`src/rtl/processing_unit_param.sv`:
```
// rtl/processing_unit_param.sv - parameterised datapath: register file, PC, IR, address, Y/Z, ALU
// Optional feature macro: PROCESSING_UNIT_CARRY_EN (adds cflag register and ADC opcode 5).
module processing_unit_param #(
  parameter int WORD_SIZE = 8,
  parameter int NUM_REGS  = 8,
  parameter int OP_SIZE   = 4,
  localparam int SEL_W    = $clog2(NUM_REGS)
) (
  input  logic                 clk,
  input  logic                 rst,
  input  logic [WORD_SIZE-1:0] mem_word,
  input  logic                 mem_valid,
  input  logic                 reg_wr_en,
  input  logic [SEL_W-1:0]     reg_wr_sel,
  input  logic [SEL_W-1:0]     reg_rd_sel,
  input  logic                 bus1_sel_pc,
  input  logic [1:0]           bus2_sel,
  input  logic                 load_pc,
  input  logic                 inc_pc,
  input  logic                 load_ir,
  input  logic                 load_addr,
  input  logic                 load_y,
  input  logic                 load_z,
  output logic [WORD_SIZE-1:0] instruction,
  output logic [WORD_SIZE-1:0] address,
  output logic [WORD_SIZE-1:0] bus_1,
  output logic                 zflag,
  output logic                 cflag,
  output logic                 stall
);

  localparam logic [OP_SIZE-1:0] OP_ADD = OP_SIZE'(1);
  localparam logic [OP_SIZE-1:0] OP_SUB = OP_SIZE'(2);
  localparam logic [OP_SIZE-1:0] OP_AND = OP_SIZE'(3);
  localparam logic [OP_SIZE-1:0] OP_NOT = OP_SIZE'(4);

  localparam logic [1:0] B2_ALU  = 2'b00;
  localparam logic [1:0] B2_BUS1 = 2'b01;
  localparam logic [1:0] B2_MEM  = 2'b10;

  logic [WORD_SIZE-1:0] regs [NUM_REGS];
  logic [WORD_SIZE-1:0] pc_q;
  logic [WORD_SIZE-1:0] ir_q;
  logic [WORD_SIZE-1:0] addr_q;
  logic [WORD_SIZE-1:0] y_q;
  logic                 zflag_q;

  logic [WORD_SIZE-1:0] bus_2;
  logic [WORD_SIZE-1:0] alu_result;
  logic [OP_SIZE-1:0]   opcode;
  logic                 any_bus2_load;

  assign opcode      = ir_q[WORD_SIZE-1 -: OP_SIZE];
  assign instruction = ir_q;
  assign address     = addr_q;
  assign zflag       = zflag_q;

  // Bus_1 source: PC or the selected general register (pre-edge value, so a
  // same-cycle write is only seen on the following cycle).
  assign bus_1 = bus1_sel_pc ? pc_q : regs[reg_rd_sel];

  // Any strobe that consumes Bus_2 must wait if Bus_2 is sourced from memory
  // and the memory word is not yet valid; load_z and inc_pc do not use Bus_2
  // but are frozen along with everything else.
  assign any_bus2_load = reg_wr_en | load_pc | load_ir | load_addr | load_y;
  assign stall         = (bus2_sel == B2_MEM) && !mem_valid && any_bus2_load;

  // Bus_2 source multiplexer.
  always_comb begin
    bus_2 = '0;
    case (bus2_sel)
      B2_ALU:  bus_2 = alu_result;
      B2_BUS1: bus_2 = bus_1;
      B2_MEM:  bus_2 = mem_word;
      default: bus_2 = '0;
    endcase
  end

`ifdef PROCESSING_UNIT_CARRY_EN
  localparam logic [OP_SIZE-1:0] OP_ADC = OP_SIZE'(5);

  logic                 cflag_q;
  logic [WORD_SIZE:0]   alu_wide;
  logic                 alu_carry;

  // ALU with one extra bit: carry-out for ADD/ADC, borrow for SUB, zero otherwise.
  always_comb begin
    alu_wide = '0;
    case (opcode)
      OP_ADD:  alu_wide = {1'b0, y_q} + {1'b0, bus_1};
      OP_SUB:  alu_wide = {1'b0, bus_1} - {1'b0, y_q};
      OP_AND:  alu_wide = {1'b0, y_q & bus_1};
      OP_NOT:  alu_wide = {1'b0, ~bus_1};
      OP_ADC:  alu_wide = {1'b0, y_q} + {1'b0, bus_1} + {{WORD_SIZE{1'b0}}, cflag_q};
      default: alu_wide = '0;
    endcase
  end

  assign alu_result = alu_wide[WORD_SIZE-1:0];
  assign alu_carry  = alu_wide[WORD_SIZE];
  assign cflag      = cflag_q;

  // Carry flag captured alongside the zero flag on load_z.
  always_ff @(posedge clk) begin
    if (rst) begin
      cflag_q <= 1'b0;
    end else if (load_z && !stall) begin
      cflag_q <= alu_carry;
    end
  end
`else
  // ALU without carry: results wrap modulo 2^WORD_SIZE.
  always_comb begin
    alu_result = '0;
    case (opcode)
      OP_ADD:  alu_result = y_q + bus_1;
      OP_SUB:  alu_result = bus_1 - y_q;
      OP_AND:  alu_result = y_q & bus_1;
      OP_NOT:  alu_result = ~bus_1;
      default: alu_result = '0;
    endcase
  end

  assign cflag = 1'b0;
`endif

  // General register file: one write port from Bus_2.
  always_ff @(posedge clk) begin
    if (rst) begin
      for (int i = 0; i < NUM_REGS; i++) begin
        regs[i] <= '0;
      end
    end else if (reg_wr_en && !stall) begin
      regs[reg_wr_sel] <= bus_2;
    end
  end

  // Program counter: load beats increment; all-ones wraps to zero naturally.
  always_ff @(posedge clk) begin
    if (rst) begin
      pc_q <= '0;
    end else if (!stall) begin
      if (load_pc) begin
        pc_q <= bus_2;
      end else if (inc_pc) begin
        pc_q <= pc_q + 1'b1;
      end
    end
  end

  // IR, address and Y registers all load the same Bus_2 value.
  always_ff @(posedge clk) begin
    if (rst) begin
      ir_q   <= '0;
      addr_q <= '0;
      y_q    <= '0;
    end else if (!stall) begin
      if (load_ir)   ir_q   <= bus_2;
      if (load_addr) addr_q <= bus_2;
      if (load_y)    y_q    <= bus_2;
    end
  end

  // Zero flag reflects the ALU result at the load_z edge.
  always_ff @(posedge clk) begin
    if (rst) begin
      zflag_q <= 1'b0;
    end else if (load_z && !stall) begin
      zflag_q <= (alu_result == '0);
    end
  end

endmodule

```
`config.mk`:
```
export PLATFORM = sky130hd
export DESIGN_NAME = processing_unit_param
export DESIGN_NICKNAME = d
export VERILOG_FILES = /design/src/rtl/processing_unit_param.sv
export SDC_FILE = /design/constraint.sdc
export NUM_CORES = 1
export LEC_CHECK = 0
export CAP_MARGIN = 20
export CORE_ASPECT_RATIO = 1.75
export CORE_MARGIN = 2
export CORE_UTILIZATION = 40
export CTS_BUF_LIST = sky130_fd_sc_hd__clkbuf_8 sky130_fd_sc_hd__clkbuf_16
export DETAILED_ROUTE_END_ITERATION = 8
export HOLD_SLACK_MARGIN = 0.12
export PLACE_DENSITY = 0.62
export SETUP_SLACK_MARGIN = 0.4
export SYNTH_ARGS = -nofsm -noshare
export SYNTH_HDL_FRONTEND = slang
export SYNTH_SLANG_ARGS = --single-unit
```
`constraint.sdc`:
```
create_clock -name clk -period 9.9 [get_ports clk]
set_input_delay 2.475 -clock clk [delete_from_list [all_inputs] [get_ports clk]]
set_output_delay 2.475 -clock clk [all_outputs]
set_load 0.1 [all_outputs]
```
==> summary by stage <==
Timing
Derived from the worst setup path, the maximum achievable clock frequency is 0.120 GHz. In the finished design, the share of the clock period the worst path needs comes to 0.843. The worst slew margin relative to its limit is 0.335. The count of final hold-check violations was 0. The max-slew violation total from the final report is 0. Setup repair after global routing left no endpoint under its margin. The final-report setup violation count is 0. After layout, the minimum clock period comes to 8350 ps. Clock skew on the completed layout was measured at 12.3 ps. In the final timing run, aggregate negative setup slack is 0 ps.

The transition time at the pin with the least slew margin is 996 ps.

Floorplan
During I/O placement, the number of pins put on the boundary was 54. The effective utilization at floorplan is 0.407. The core area is 0.0128 mm^2. The floorplan has 55 rows. The area enclosed by the die boundary is 0.0140 mm^2. The die width is 90.2 um. The die height is 155 um.

Logic synthesis
The synthesis-stage register bit count is 97. In this run the cell area of the synthesized design comes to 0.00520 mm^2. The average footprint of a synthesized cell is 10.5 um^2. The number of enable-type register cells in the synthesized netlist is 64. The area share of the leading cell type in the synthesized netlist is 0.369. The most used flip-flop cell after synthesis is sky130_fd_sc_hd__edfxtp_1.

The multiplexer area fraction after synthesis is 0.105. Synthesis produced a netlist whose cell count is 496. The compound-gate portion of the synthesized area is 0.130.

The number of warnings printed during yosys synthesis is 0. The largest family of logic cells by synthesized area is simple AND/OR/NAND/NOR gates. Of the total synthesized cell area, the portion taken by XOR and XNOR cells is 0.0168. The fraction of the mapped netlist area in simple logic gates is 0.175. The distinct cell type count after synthesis is 64. Ranked by total cell area, the synthesized netlist is headed by sky130_fd_sc_hd__edfxtp_1 37%, sky130_fd_sc_hd__dfxtp_1 13%, sky130_fd_sc_hd__nor2_1 8.2%.

The net count after synthesis is 535. Among all cell types in the netlist, the one instantiated most often is sky130_fd_sc_hd__nor2_1. The post-synthesis sequential area ratio is 0.496. After synthesis, the share of flip-flops with an asynchronous set or reset is 0.

The synthesized design spends more area on one cell type than any other, namely sky130_fd_sc_hd__edfxtp_1. The commonest cells after synthesis are 113 x sky130_fd_sc_hd__nor2_1, 64 x sky130_fd_sc_hd__edfxtp_1, 33 x sky130_fd_sc_hd__dfxtp_1. The fraction of the mapped netlist area in adder cells is 0.0303.

Setup path
The largest single stage delay on the critical path is 980 ps. Walking the worst path, the cells encountered are clkdlybuf4s50_1 -> buf_4 -> mux4_2 -> mux2i_1 -> nor2_1 -> a21oi_1 -> inv_1 -> clkdlybuf4s50_1. Of all nets on the critical path, the largest fanout is 12.

The required time at the endpoint of the critical path is 7430 ps. The length in cells of the worst reg-to-reg path is 13. The endpoint identified for the worst register-to-register timing path is regs[7][7]$_SDFFCE_PN0P_. The register-to-register setup slack is 5860 ps.

The slowest stage of the critical path is the sky130_fd_sc_hd__clkdlybuf4s50_1 cell. STA classifies the critical path startpoint as an input port. The type of element capturing the critical path is an output pin. For the worst setup path, the data arrival time is 5870 ps. The worst setup path is of the input port to output pin kind.

In this run the critical register-to-register path is launched from regs[1][3]$_SDFFCE_PN0P_. Counting stages on the worst path, the most repeated cell is sky130_fd_sc_hd__clkdlybuf4s50_1.

Clock tree
The number of clock buffers added by TritonCTS is 9. The clock tree from TritonCTS is done. In this run the post-CTS setup repair buffer count came out at 0. The clock sink count is 97. For the worst-skew pair, the clock arrives at the later sink with an insertion delay of 350 ps. The maximum clock path buffer count is 2.

The number of H-tree branching levels is 3. The number of gates given a new drive strength after cts is 0. After clock tree synthesis, the clock-pin slew on the worst setup and hold paths is 70 ps. The library cell used as clock root buffer is sky130_fd_sc_hd__clkbuf_16. After clock tree synthesis, the flow added hold-fix buffers numbering 0.

Layout
Fill cells in the final layout number 1189. The finished layout holds 709 standard cells, fillers aside. The layout overhead on the synthesized area is 17.8%. 0 antenna diodes ended up in the layout.

The count of nets after finishing is 572. The fraction of layout instances using a drive strength above 1 is 0.0985.

Route
The detailed router's first-iteration violation count is 250. For this block, the via count after detailed routing is 4102. The number of design rule violations left after detail routing is 0.

The antenna violation net count after detailed routing is 0. The average wire per cell in the routed design is 21.1 um. Dividing the detail-routed via count by the number of cells gives 5.79. Before antenna repair, the detailed router went through 5 iterations. The total wirelength of the detailed-routed design is 14900 um.

Global routing
The wire length of the first global-routing pass is 22700 um. The initial antenna violation count was 0. The number of global-route vias before repair is 4061.

The total grt overflow is 0. The overall fraction of global-route tracks in use is 0.217. Entering global routing, the biggest net connects 35 pins.

Run
The number of max-cap violations is 0.

Placement
The final estimated routing congestion in global placement is 0.958. The total of buffers placed on input and output ports is 52. The number of cells after detailed placement is 693. Detailed placement ended at an HPWL of 11100 um.

Status
The flow ran to the end, and the final reports show no timing, DRC or antenna violations.

Worst hold path
The worst hold path was traced through 2 stages. The worst hold path begins at address[2]$_SDFFE_PP0P_. The path with the worst hold slack has its endpoint at address[2]$_SDFFE_PP0P_. The path category of the worst min-delay check is flop to flop.

Power and ir drop
The post-route total power is 1.12 mW. For this design the static power due to leakage is 2.23 nW. The largest vdd supply drop is 0.000101 V.

The power density relative to cell area is 183 mW/mm^2.
## final cells by class
cell class / count / area [um^2] / share of cell area
Clock inverter: 5 / 41.3 / 0.00674
Timing Repair Buffer: 61 / 586 / 0.0955
Clock buffer: 11 / 264 / 0.0431
Tap cell: 171 / 214 / 0.0349
Multi-Input combinational cell: 349 / 2380 / 0.389
Inverter: 15 / 56.3 / 0.00919
Sequential cell: 97 / 2580 / 0.421
## where the power goes
part / total (mW) / internal (mW) / switching (mW)
logic: 0.296 / 0.0983 / 0.197
clock network: 0.353 / 0.196 / 0.157
registers: 0.471 / 0.453 / 0.0175
total: 1.12 / 0.747 / 0.371
## kinds of logic after synthesis
| family | count (synthesis) |
|---|---|
| xor gates and xnor gates | 10 |
| and+or+nand+nor | 200 |
| AOI/OAI and AO/OA | 94 |
| other | 1 |
| muxes | 32 |
| adders and majority gates | 12 |
| DFF | 97 |
| buffers and inverters | 50 |
## registers in the layout (all words and copies together) (netlist names)
name and flops:
pc_q 8, regs 64, zflag 1, instruction 8, y_q 8, address 8
## cell usage in the layout, fill, tap and decap left out, types with 4 or more instances in the layout
master	Yosys	layout
sky130_fd_sc_hd__a211oi_1	22	22
sky130_fd_sc_hd__a21oi_1	10	10
sky130_fd_sc_hd__a31oi_1	5	5
sky130_fd_sc_hd__and2_1	4	4
sky130_fd_sc_hd__and3_1	4	4
sky130_fd_sc_hd__buf_4	5	8
sky130_fd_sc_hd__clkbuf_16	0	10
sky130_fd_sc_hd__clkdlybuf4s50_1	0	52
sky130_fd_sc_hd__dfxtp_1	33	33
sky130_fd_sc_hd__edfxtp_1	64	64
sky130_fd_sc_hd__ha_1	11	11
sky130_fd_sc_hd__inv_1	14	14
sky130_fd_sc_hd__mux2_2	5	5
sky130_fd_sc_hd__mux2i_1	9	9
sky130_fd_sc_hd__mux4_2	13	13
sky130_fd_sc_hd__nand2_1	31	31
sky130_fd_sc_hd__nand3_1	12	12
sky130_fd_sc_hd__nor2_1	113	113
sky130_fd_sc_hd__nor2b_1	9	9
sky130_fd_sc_hd__nor3_1	8	8
sky130_fd_sc_hd__nor4b_1	4	4
sky130_fd_sc_hd__o211ai_1	4	4
sky130_fd_sc_hd__o21ai_0	13	13
sky130_fd_sc_hd__o21ai_1	6	6
sky130_fd_sc_hd__xnor2_1	7	7
## per-layer routing
metal | track usage | part of all wire | vias up
li1 | - | - | 1899
met1 | 0.221 | 0.35 | 1994
met2 | 0.413 | 0.55 | 157
met3 | 0.0383 | 0.049 | 52
met4 | 0.119 | 0.057 | 0
met5 | 0 | 0 | -
## worst max-delay path, delay by kind of cell
kind | cells | cell delay (ps)
AOI/OAI and AO/OA | 1 | 290
muxes | 2 | 660
and+or+nand+nor | 1 | 60
buffers and inverters | 4 | 2370
## worst max-delay path by stage
stage                        from  endpoint  slack [ps]
floorplan           reg_rd_sel[0]  bus_1[0]        2780
global placement    reg_rd_sel[0]  bus_1[5]        1540
CTS                 reg_rd_sel[0]  bus_1[5]        1530
finish              reg_rd_sel[0]  bus_1[5]        1550
global route        reg_rd_sel[0]  bus_1[5]        1310
detailed placement  reg_rd_sel[0]  bus_1[5]        1530
## metrics by stage
stage          instance area [um^2]  utilization  worst slack [ps]  hold WS, ps
3_3_place_gp                   5820        0.455              1540          492
4_1_cts                        6130        0.479              1530          504
5_1_grt                        6130        0.479              1310          531
2_1_floorplan                  5200            -              2780          467
6_report                       6130        0.479              1550          499
3_5_place_dp                   5820        0.455              1530          495
(Power assumes the default switching activity.)
